===== src/rtl/icache_refill_ctrl.sv =====
// Instruction-cache line refill and flush sequencer.
// A miss fetches one line as a pipelined burst of 32-bit reads, assembles it
// and writes it to the cache fill port with a single-cycle strobe. A flush
// request drives cache_flush_o for CACHEDEPTH consecutive cycles.
//
// state   | meaning
// --------+---------------------------------------------------------------
// S_IDLE  | waiting; flush (requested or pending) wins over a miss
// S_FETCH | issuing line reads and collecting in-order responses
// S_FILL  | one-cycle cache write of the assembled line
// S_FLUSH | cache_flush_o asserted, flush_cnt_q counts 0..CACHEDEPTH-1
module icache_refill_ctrl #(
    parameter int LOG2CACHELINESIZE = 7,
    parameter int CACHELINESIZE     = 2**LOG2CACHELINESIZE,
    parameter int LOG2CACHEDEPTH    = 6,
    parameter int CACHEDEPTH        = 2**LOG2CACHEDEPTH,
    parameter int WORDS             = CACHELINESIZE/32
) (
    input  logic                     mem_clk,
    input  logic                     resetn,
    input  logic                     miss_req_i,
    input  logic [31:0]              miss_addr_i,
    input  logic                     flush_req_i,
    output logic                     busy_o,
    output logic                     fill_done_o,
    output logic                     flush_done_o,
    output logic [31:0]              mem_address_o,
    output logic                     mem_read_o,
    input  logic                     mem_waitrequest_i,
    input  logic [31:0]              mem_readdata_i,
    input  logic                     mem_readdatavalid_i,
    output logic [31:0]              fill_addr_o,
    output logic [CACHELINESIZE-1:0] fill_data_o,
    output logic                     fill_we_o,
    output logic                     cache_flush_o
);

    localparam int OFFW = LOG2CACHELINESIZE - 3;
    localparam int CNTW = $clog2(WORDS) + 1;
    localparam logic [CNTW-1:0]           WORDS_C   = CNTW'(WORDS);
    localparam logic [CNTW-1:0]           LAST_WORD = CNTW'(WORDS - 1);
    localparam logic [LOG2CACHEDEPTH-1:0] LAST_LINE = LOG2CACHEDEPTH'(CACHEDEPTH - 1);

    typedef enum logic [1:0] {
        S_IDLE,
        S_FETCH,
        S_FILL,
        S_FLUSH
    } state_t;

    state_t                    state_q, state_d;
    logic [31:0]               line_addr_q, line_addr_d;
    logic [CNTW-1:0]           issue_cnt_q, issue_cnt_d;
    logic [CNTW-1:0]           recv_cnt_q, recv_cnt_d;
    logic [LOG2CACHEDEPTH-1:0] flush_cnt_q, flush_cnt_d;
    logic                      flush_pending_q, flush_pending_d;
    logic [CACHELINESIZE-1:0]  line_q, line_d;
    logic [31:0]               fill_addr_q, fill_addr_d;
    logic [CACHELINESIZE-1:0]  fill_data_q, fill_data_d;

    // Byte offset within a line is dropped when forming the line address.
    logic unused_offset;
    assign unused_offset = ^miss_addr_i[OFFW-1:0];

    // State and datapath registers; reset clears everything to idle.
    always_ff @(posedge mem_clk or negedge resetn) begin
        if (!resetn) begin
            state_q         <= S_IDLE;
            line_addr_q     <= '0;
            issue_cnt_q     <= '0;
            recv_cnt_q      <= '0;
            flush_cnt_q     <= '0;
            flush_pending_q <= 1'b0;
            line_q          <= '0;
            fill_addr_q     <= '0;
            fill_data_q     <= '0;
        end else begin
            state_q         <= state_d;
            line_addr_q     <= line_addr_d;
            issue_cnt_q     <= issue_cnt_d;
            recv_cnt_q      <= recv_cnt_d;
            flush_cnt_q     <= flush_cnt_d;
            flush_pending_q <= flush_pending_d;
            line_q          <= line_d;
            fill_addr_q     <= fill_addr_d;
            fill_data_q     <= fill_data_d;
        end
    end

    // Next-state and Moore outputs. The fill registers are loaded on the
    // last beat so they are valid during S_FILL and hold until the next fill.
    always_comb begin
        state_d         = state_q;
        line_addr_d     = line_addr_q;
        issue_cnt_d     = issue_cnt_q;
        recv_cnt_d      = recv_cnt_q;
        flush_cnt_d     = flush_cnt_q;
        flush_pending_d = flush_pending_q;
        line_d          = line_q;
        fill_addr_d     = fill_addr_q;
        fill_data_d     = fill_data_q;
        mem_read_o      = 1'b0;
        mem_address_o   = '0;
        fill_we_o       = 1'b0;
        fill_done_o     = 1'b0;
        cache_flush_o   = 1'b0;
        flush_done_o    = 1'b0;

        unique case (state_q)
            S_IDLE: begin
                if (flush_req_i || flush_pending_q) begin
                    flush_pending_d = 1'b0;
                    flush_cnt_d     = '0;
                    state_d         = S_FLUSH;
                end else if (miss_req_i) begin
                    line_addr_d = {miss_addr_i[31:OFFW], {OFFW{1'b0}}};
                    issue_cnt_d = '0;
                    recv_cnt_d  = '0;
                    state_d     = S_FETCH;
                end
            end
            S_FETCH: begin
                if (flush_req_i) begin
                    flush_pending_d = 1'b1;
                end
                mem_read_o    = (issue_cnt_q < WORDS_C);
                mem_address_o = line_addr_q + 32'({issue_cnt_q, 2'b00});
                if (mem_read_o && !mem_waitrequest_i) begin
                    issue_cnt_d = issue_cnt_q + 1'b1;
                end
                if (mem_readdatavalid_i && (recv_cnt_q < WORDS_C)) begin
                    line_d[32*recv_cnt_q[CNTW-2:0] +: 32] = mem_readdata_i;
                    recv_cnt_d = recv_cnt_q + 1'b1;
                    if (recv_cnt_q == LAST_WORD) begin
                        fill_addr_d = line_addr_q;
                        fill_data_d = line_d;
                        state_d     = S_FILL;
                    end
                end
            end
            S_FILL: begin
                if (flush_req_i) begin
                    flush_pending_d = 1'b1;
                end
                fill_we_o   = 1'b1;
                fill_done_o = 1'b1;
                state_d     = S_IDLE;
            end
            S_FLUSH: begin
                cache_flush_o = 1'b1;
                flush_cnt_d   = flush_cnt_q + 1'b1;
                if (flush_cnt_q == LAST_LINE) begin
                    flush_done_o = 1'b1;
                    state_d      = S_IDLE;
                end
            end
            default: state_d = S_IDLE;
        endcase
    end

    assign busy_o      = (state_q != S_IDLE);
    assign fill_addr_o = fill_addr_q;
    assign fill_data_o = fill_data_q;

endmodule


===== config.mk =====
export PLATFORM = sky130hd
export DESIGN_NAME = icache_refill_ctrl
export DESIGN_NICKNAME = d
export VERILOG_FILES = /design/src/rtl/icache_refill_ctrl.sv
export SDC_FILE = /design/constraint.sdc
export NUM_CORES = 1
export LEC_CHECK = 0
export ABC_AREA = 1
export CORE_MARGIN = 3
export CORE_UTILIZATION = 57
export DETAILED_ROUTE_END_ITERATION = 8
export PLACE_DENSITY = 0.92
export REMOVE_ABC_BUFFERS = 1
export SETUP_SLACK_MARGIN = 0.1
export SYNTH_ARGS = -nofsm -noshare
export SYNTH_HDL_FRONTEND = slang
export SYNTH_SLANG_ARGS = --single-unit

===== constraint.sdc =====
create_clock -name mem_clk -period 4.7 [get_ports mem_clk]
set_input_delay 0.94 -clock mem_clk [delete_from_list [all_inputs] [get_ports mem_clk]]
set_output_delay 0.94 -clock mem_clk [all_outputs]
set_load 0.005 [all_outputs]

# After elaboration in Yosys (flattened, before gate mapping)
# Index checks and enable logic that the tools add are counted.
[totals]
ff_bits = 327
input_bits = 70
output_inout_bits = 198
[op_classes]
n_addsub = 5
order_cmp = 2
eq_ne = 14
shift = 2
n_mux = 24
bitwise_logic = 1
n_reduce_logical = 18
[ops]
columns = ["op", "n"]
rows = [
  ["$bwmux W128", 1],
  ["$shift A32 B34 Y128 const A", 1],
  ["$shiftx A32 B34 Y128", 1],
  ["$neg A7 Y34", 1],
  ["$add A32 B5 Y32", 1],
  ["$mux W32", 1],
  ["$ne A2 B2 Y1 const B", 7],
  ["$mux W3", 4],
  ["$pmux W3 S2", 2],
  ["$pmux W6 S2", 1],
  ["$reduce_and A4 Y1", 3],
  ["$mux W2", 5],
  ["$reduce_and A3 Y1", 3],
  ["$pmux W2 S4", 1],
  ["$reduce_bool A2 Y1", 4],
  ["$mux W1", 7],
  ["$add A3 B1 Y3 const B", 2],
  ["$add A6 B1 Y6 const B", 1],
  ["$eq A6 B6 Y1 const B", 1],
  ["$lt A3 B3 Y1 const B", 2],
  ["$mux W6", 1],
  ["$eq A2 B2 Y1 const B", 2],
  ["$reduce_and A2 Y1", 2],
  ["$eq A3 B2 Y1 const B", 1],
  ["other kinds (10)", 11],
]

# Logic depth before layout (Yosys ltp)
[depth]
depth_word = 4
ltp_mapped = 11
mapped_depth_nobuf = 8

# Worst setup path before layout
# OpenSTA, ideal clock, no wires.
[synth_path]
kind = "register to output"
start = "register state_q[1]"
end = "output port mem_address_o[23]"
arrival_time_ns = 1.327
t_required_ns = 3.760
path_slack_ns = 2.433
path_stages_with_launch = 8
path_cell_list = "dfrtp_1 inv_1 ha_1 buf_2 clkbuf_1 buf_2 nand2_1 nor2_1"
[synth_via]
elab_chain_len = 2
[synth_rtl]
columns = ["item", "line_no", "source"]
rows = [
  ["start: declaration", "51", "state_t state_q, state_d;"],
  ["start signal: assignment", "78", "state_q <= state_d;"],
  ["$eq A2 B1 Y1", "109", "unique case (state_q)"],
  ["$mux W32", "109", ""],
  ["end: declaration", "27", "output logic [31:0] mem_address_o,"],
]
# No other way between the ends.

# Worst setup path after layout
[layout_path]
start = "register recv_cnt_q[0]"
end = "register fill_data_q[55], in the netlist fill_data_o[55]"
[layout_via]
elab_chain_len = 3
[layout_rtl]
columns = ["item", "line_no", "source"]
rows = [
  ["start: declaration", "54", "logic [CNTW-1:0] recv_cnt_q, recv_cnt_d;"],
  ["start signal: assignment", "81", "recv_cnt_q <= recv_cnt_d;"],
  ["$neg A7 Y34 or $lt A3 B3 Y1 (tied branches)", "132, 131", ""],
  ["$shiftx A32 B34 Y128 (tied with other cells)", "132", "line_d[32*recv_cnt_q[CNTW-2:0] +: 32] = mem_readdata_i;"],
  ["$bwmux W128 or $reduce_and A3 Y1 (tied branches)", "-", ""],
  ["end signal: assignment", "86", "fill_data_q <= fill_data_d;"],
  ["end: declaration", "59", "logic [CACHELINESIZE-1:0] fill_data_q, fill_data_d;"],
]
# Parallel ways exist; a longest one is shown, timed or not.
# A chain may end at the register's enable or synchronous reset.

==> summary.md <==
| Metric | Value |
|---|---|
| Peak supply drop | around 0.27 mV |
| Die width | around 170 um |
| CP required | about 5100 ps |
| DP Worst Slack | roughly 770 ps |
| Clock root buffer | clkbuf_16 |
| Cts repair resizes | 0 |
| Slew HR | 0.205 |
| WL per Instance | approximately 18 um |
| Post-layout util | 0.721 |
| Post-synth top area cell | dfrtp_1 |
| Cells on worst reg2reg path | 7 |
| Hold Vio Cnt, Final | 0 |
| EDFF count, synth | 0 |
| Fin crit share | 0.764 |
| Layout cells sized above 1 | 0.0476 |
| Max incr delay on CP | around 940 ps |
| Worst-path fanout max | 95 |
| Crit path launch type | flip-flop |
| CORE AREA | around 0.026 sq mm |
| Max Slew Vio Count | 0 |
| Async S/R FF share, synth | 1.00 |
| Area share of the largest cell type after synthesis | 0.538 |
| Setup WS post-layout | between 1000 and 1500 ps |
| Cell breakdown of the critical path | ha_2, ha_1, nand2_8, buf_4, buf_4, nand2_1, nand2_1 |
| Antenna Nets Post-Route | 0 |
| Final weighted congestion in routability-driven placement | slightly below 0.9 |
| Part of the Yosys area used for sequential elements | 0.538 |
| Vias in the first global route | around 14000 |
| Fmax | 278 MHz |
| Vias per cell | approximately 5.7 |
| # setup viols final | 0 |
| Half-perimeter wire length after placement | around 27 mm |
| Max cap viols | 0 |
| Total Routing Usage GR | 0.300 |
| P&R area growth vs syn | 23.8% |
| Most used DFF post-synth | dfrtp_1 |
| FILL cells | between 1500 and 2000 |
| Hold crit path type | in2async |
| Leakage dissipation | approximately 9.8 nW |
| Largest net degree at the start of global routing | 117 |
| Overall power | between 5 and 6 mW |
| FF+latch count, synth | approximately 330 |
| Worst Max-Slew Pin Slew | ~1200 ps |
| Ys Warns | 0 |
| Clock Latency Late Sink | slightly above 500 ps |
| Commonest cells after routing, fill and taps aside | nand2_1, dfrtp_1, clkdlybuf4s50_1 |
| Clk buf depth | 3 |
| PortBufs | roughly 260 |
| Largest family of logic cells by synthesized area | simple AND/OR/NAND/NOR gates |
| Slowest-stage cell, CP | buf_4 |
| RR Startpoint | recv_cnt_q[0]$_DFFE_PN0P_ |
| Hold buffers post-CTS | 0 |
| Status | finished, final reports clean |
| Post-Synth XOR/XNOR Area | 0.00115 |
| Ports | between 200 and 300 |
| Initial antenna violation count | 1 |
| RSZ-0062 raised after global routing | no |
| Reg2reg setup slack | 1110 ps |
| Mux cell area share after synthesis | 0 |
| Power per cell area | slightly above 300 mW/mm^2 |
| Commonest non-fill, non-tap cell in the layout | nand2_1 |
| Row count | 59 |
| CTS tree | built |
| Crit path capture type | flip-flop |
| Die Footprint | between 0.02 and 0.03 sq mm |
| Final WL | 43.3 mm |
| Die Y | 169 um |
| Final setup TNS | 0 ps |
| Post-CTS Setup Bufs | 0 |
| Post-synth cell types | 28 |
| CP startpoint | recv_cnt_q[0]$_DFFE_PN0P_ |
| Cells after Synth | approximately 1900 |
| Vias | between 10000 and 15000 |
| Post-Synth Adder-Cell Area | 0.0115 |
| CP Data Arrival Time | 4030 ps |
| NumNets Final | 2165 |
| TritonRoute pass-1 iters | 6 |
| Synthesized area per cell | about 8.1 sq um |
| Simple-gate share of the synthesized area | 0.218 |
| First-pass GRT wire length | roughly 70 mm |
| Max H-tree Level | 2 |
| Minimum clock period | between 3000 and 4000 ps |
| DRT iter0 DRCs | about 1800 |
| Crit path capture | fill_data_o[55]$_DFFE_PN0P_ |
| Worst r2r dst | fill_data_o[55]$_DFFE_PN0P_ |
| Clock Pin Slew Worst Setup and Hold Paths | 60 ps |
| Ranking of synthesized cells by area | dfrtp_1, nand2_1, inv_1 |
| Clock sink count | between 300 and 400 |
| CTS buffer count | 34 |
| Starting density of the core | 0.582 |
| DRC viols | 0 |
| Cell area after synthesis | 0.0152 sq mm |
| Compound-gate portion of the synthesized area | 0.130 |
| Ant diodes | 0 |
| Critical path class | reg2reg |
| Max Clock Skew | 16.1 ps |
| Grt total ovfl | 0 |
==> metal layers <==
layer | part of all wire | global-route usage | wire (um) | up-vias
li1 | - | - | - | 6335
met1 | 0.39 | 0.393 | 16700 | 6641
met2 | 0.48 | 0.494 | 20800 | 821
met3 | 0.10 | 0.0715 | 4410 | 140
met4 | 0.033 | 0.107 | 1430 | 2
met5 | 0.00030 | 0 | 13 | -
==> metrics by stage <==
stage               instances  hold WS [ps]  instance area, sq um
global placement         2380           464                 17800
detailed placement       2380           465                 17800
floorplan                1771           473                 14500
global route             2436           502                 18800
finish                   2436           433                 18800
CTS                      2436           479                 18800
==> worst max-delay path: cells and delay by family, from the launching register on <==
family | cells | cell delay, ps
DFF | 1 | 780
and+or+nand+nor | 3 | 400
buffers and inverters | 2 | 1610
adders and majority gates | 2 | 640
==> flip-flops by register name, summed over array words and instances (netlist names) <==
signal,cells
line_q,128
fill_data_o,128
issue_cnt_q,3
flush_cnt_q,6
fill_addr_o,28
recv_cnt_q,3
state_q,2
flush_pending_q,1
line_addr_q,28
==> cells in the mapped netlist (all sizes together) (2+ instances only) <==
cell      n
nand2   673
dfrtp   327
inv     228
o21ai   180
o22ai   129
nor2     98
buf      87
a21oi    51
nand3    51
clkbuf   31
ha       14
nand4     8
nor3      2
xor2      2
==> worst min path at each step <==
stage	from	endpoint	slack, ps	cells after the start
3_3_place_gp	fill_data_o[90]$_DFFE_PN0P_	fill_data_o[90]$_DFFE_PN0P_	460	2
5_1_grt	resetn	state_q[1]$_DFFE_PN0P_	500	1
2_1_floorplan	fill_data_o[0]$_DFFE_PN0P_	fill_data_o[0]$_DFFE_PN0P_	470	2
6_report	resetn	flush_pending_q$_DFFE_PN0P_	430	1
4_1_cts	fill_data_o[38]$_DFFE_PN0P_	fill_data_o[38]$_DFFE_PN0P_	480	2
3_5_place_dp	fill_data_o[0]$_DFFE_PN0P_	fill_data_o[0]$_DFFE_PN0P_	470	2
==> layout make-up <==
class	count	area [sq um]	share of cell area
flip-flops and latches	327	8180	0.434
multi-input cells	1216	5540	0.294
repair buffers	274	2760	0.146
clock buffers	47	961	0.0510
inverters	228	863	0.0458
well taps	335	419	0.0222
clock inverters	9	121	0.00644
==> power breakdown <==
part	total, mW	internal (mW)	switching [mW]
sequential	2.82	2.82	0.00826
combinational	0.293	0.108	0.185
clock	2.65	1.54	1.10
total	5.76	4.47	1.30
==> cell families after synthesis <==
family                     count (synthesis)
AOI/OAI and AO/OA                        361
xor gates and xnor gates                   2
adders and majority gates                 14
buffers and inverters                    346
DFF                                      327
other                                      1
and+or+nand+nor                          833
(Power assumes the default switching activity.)
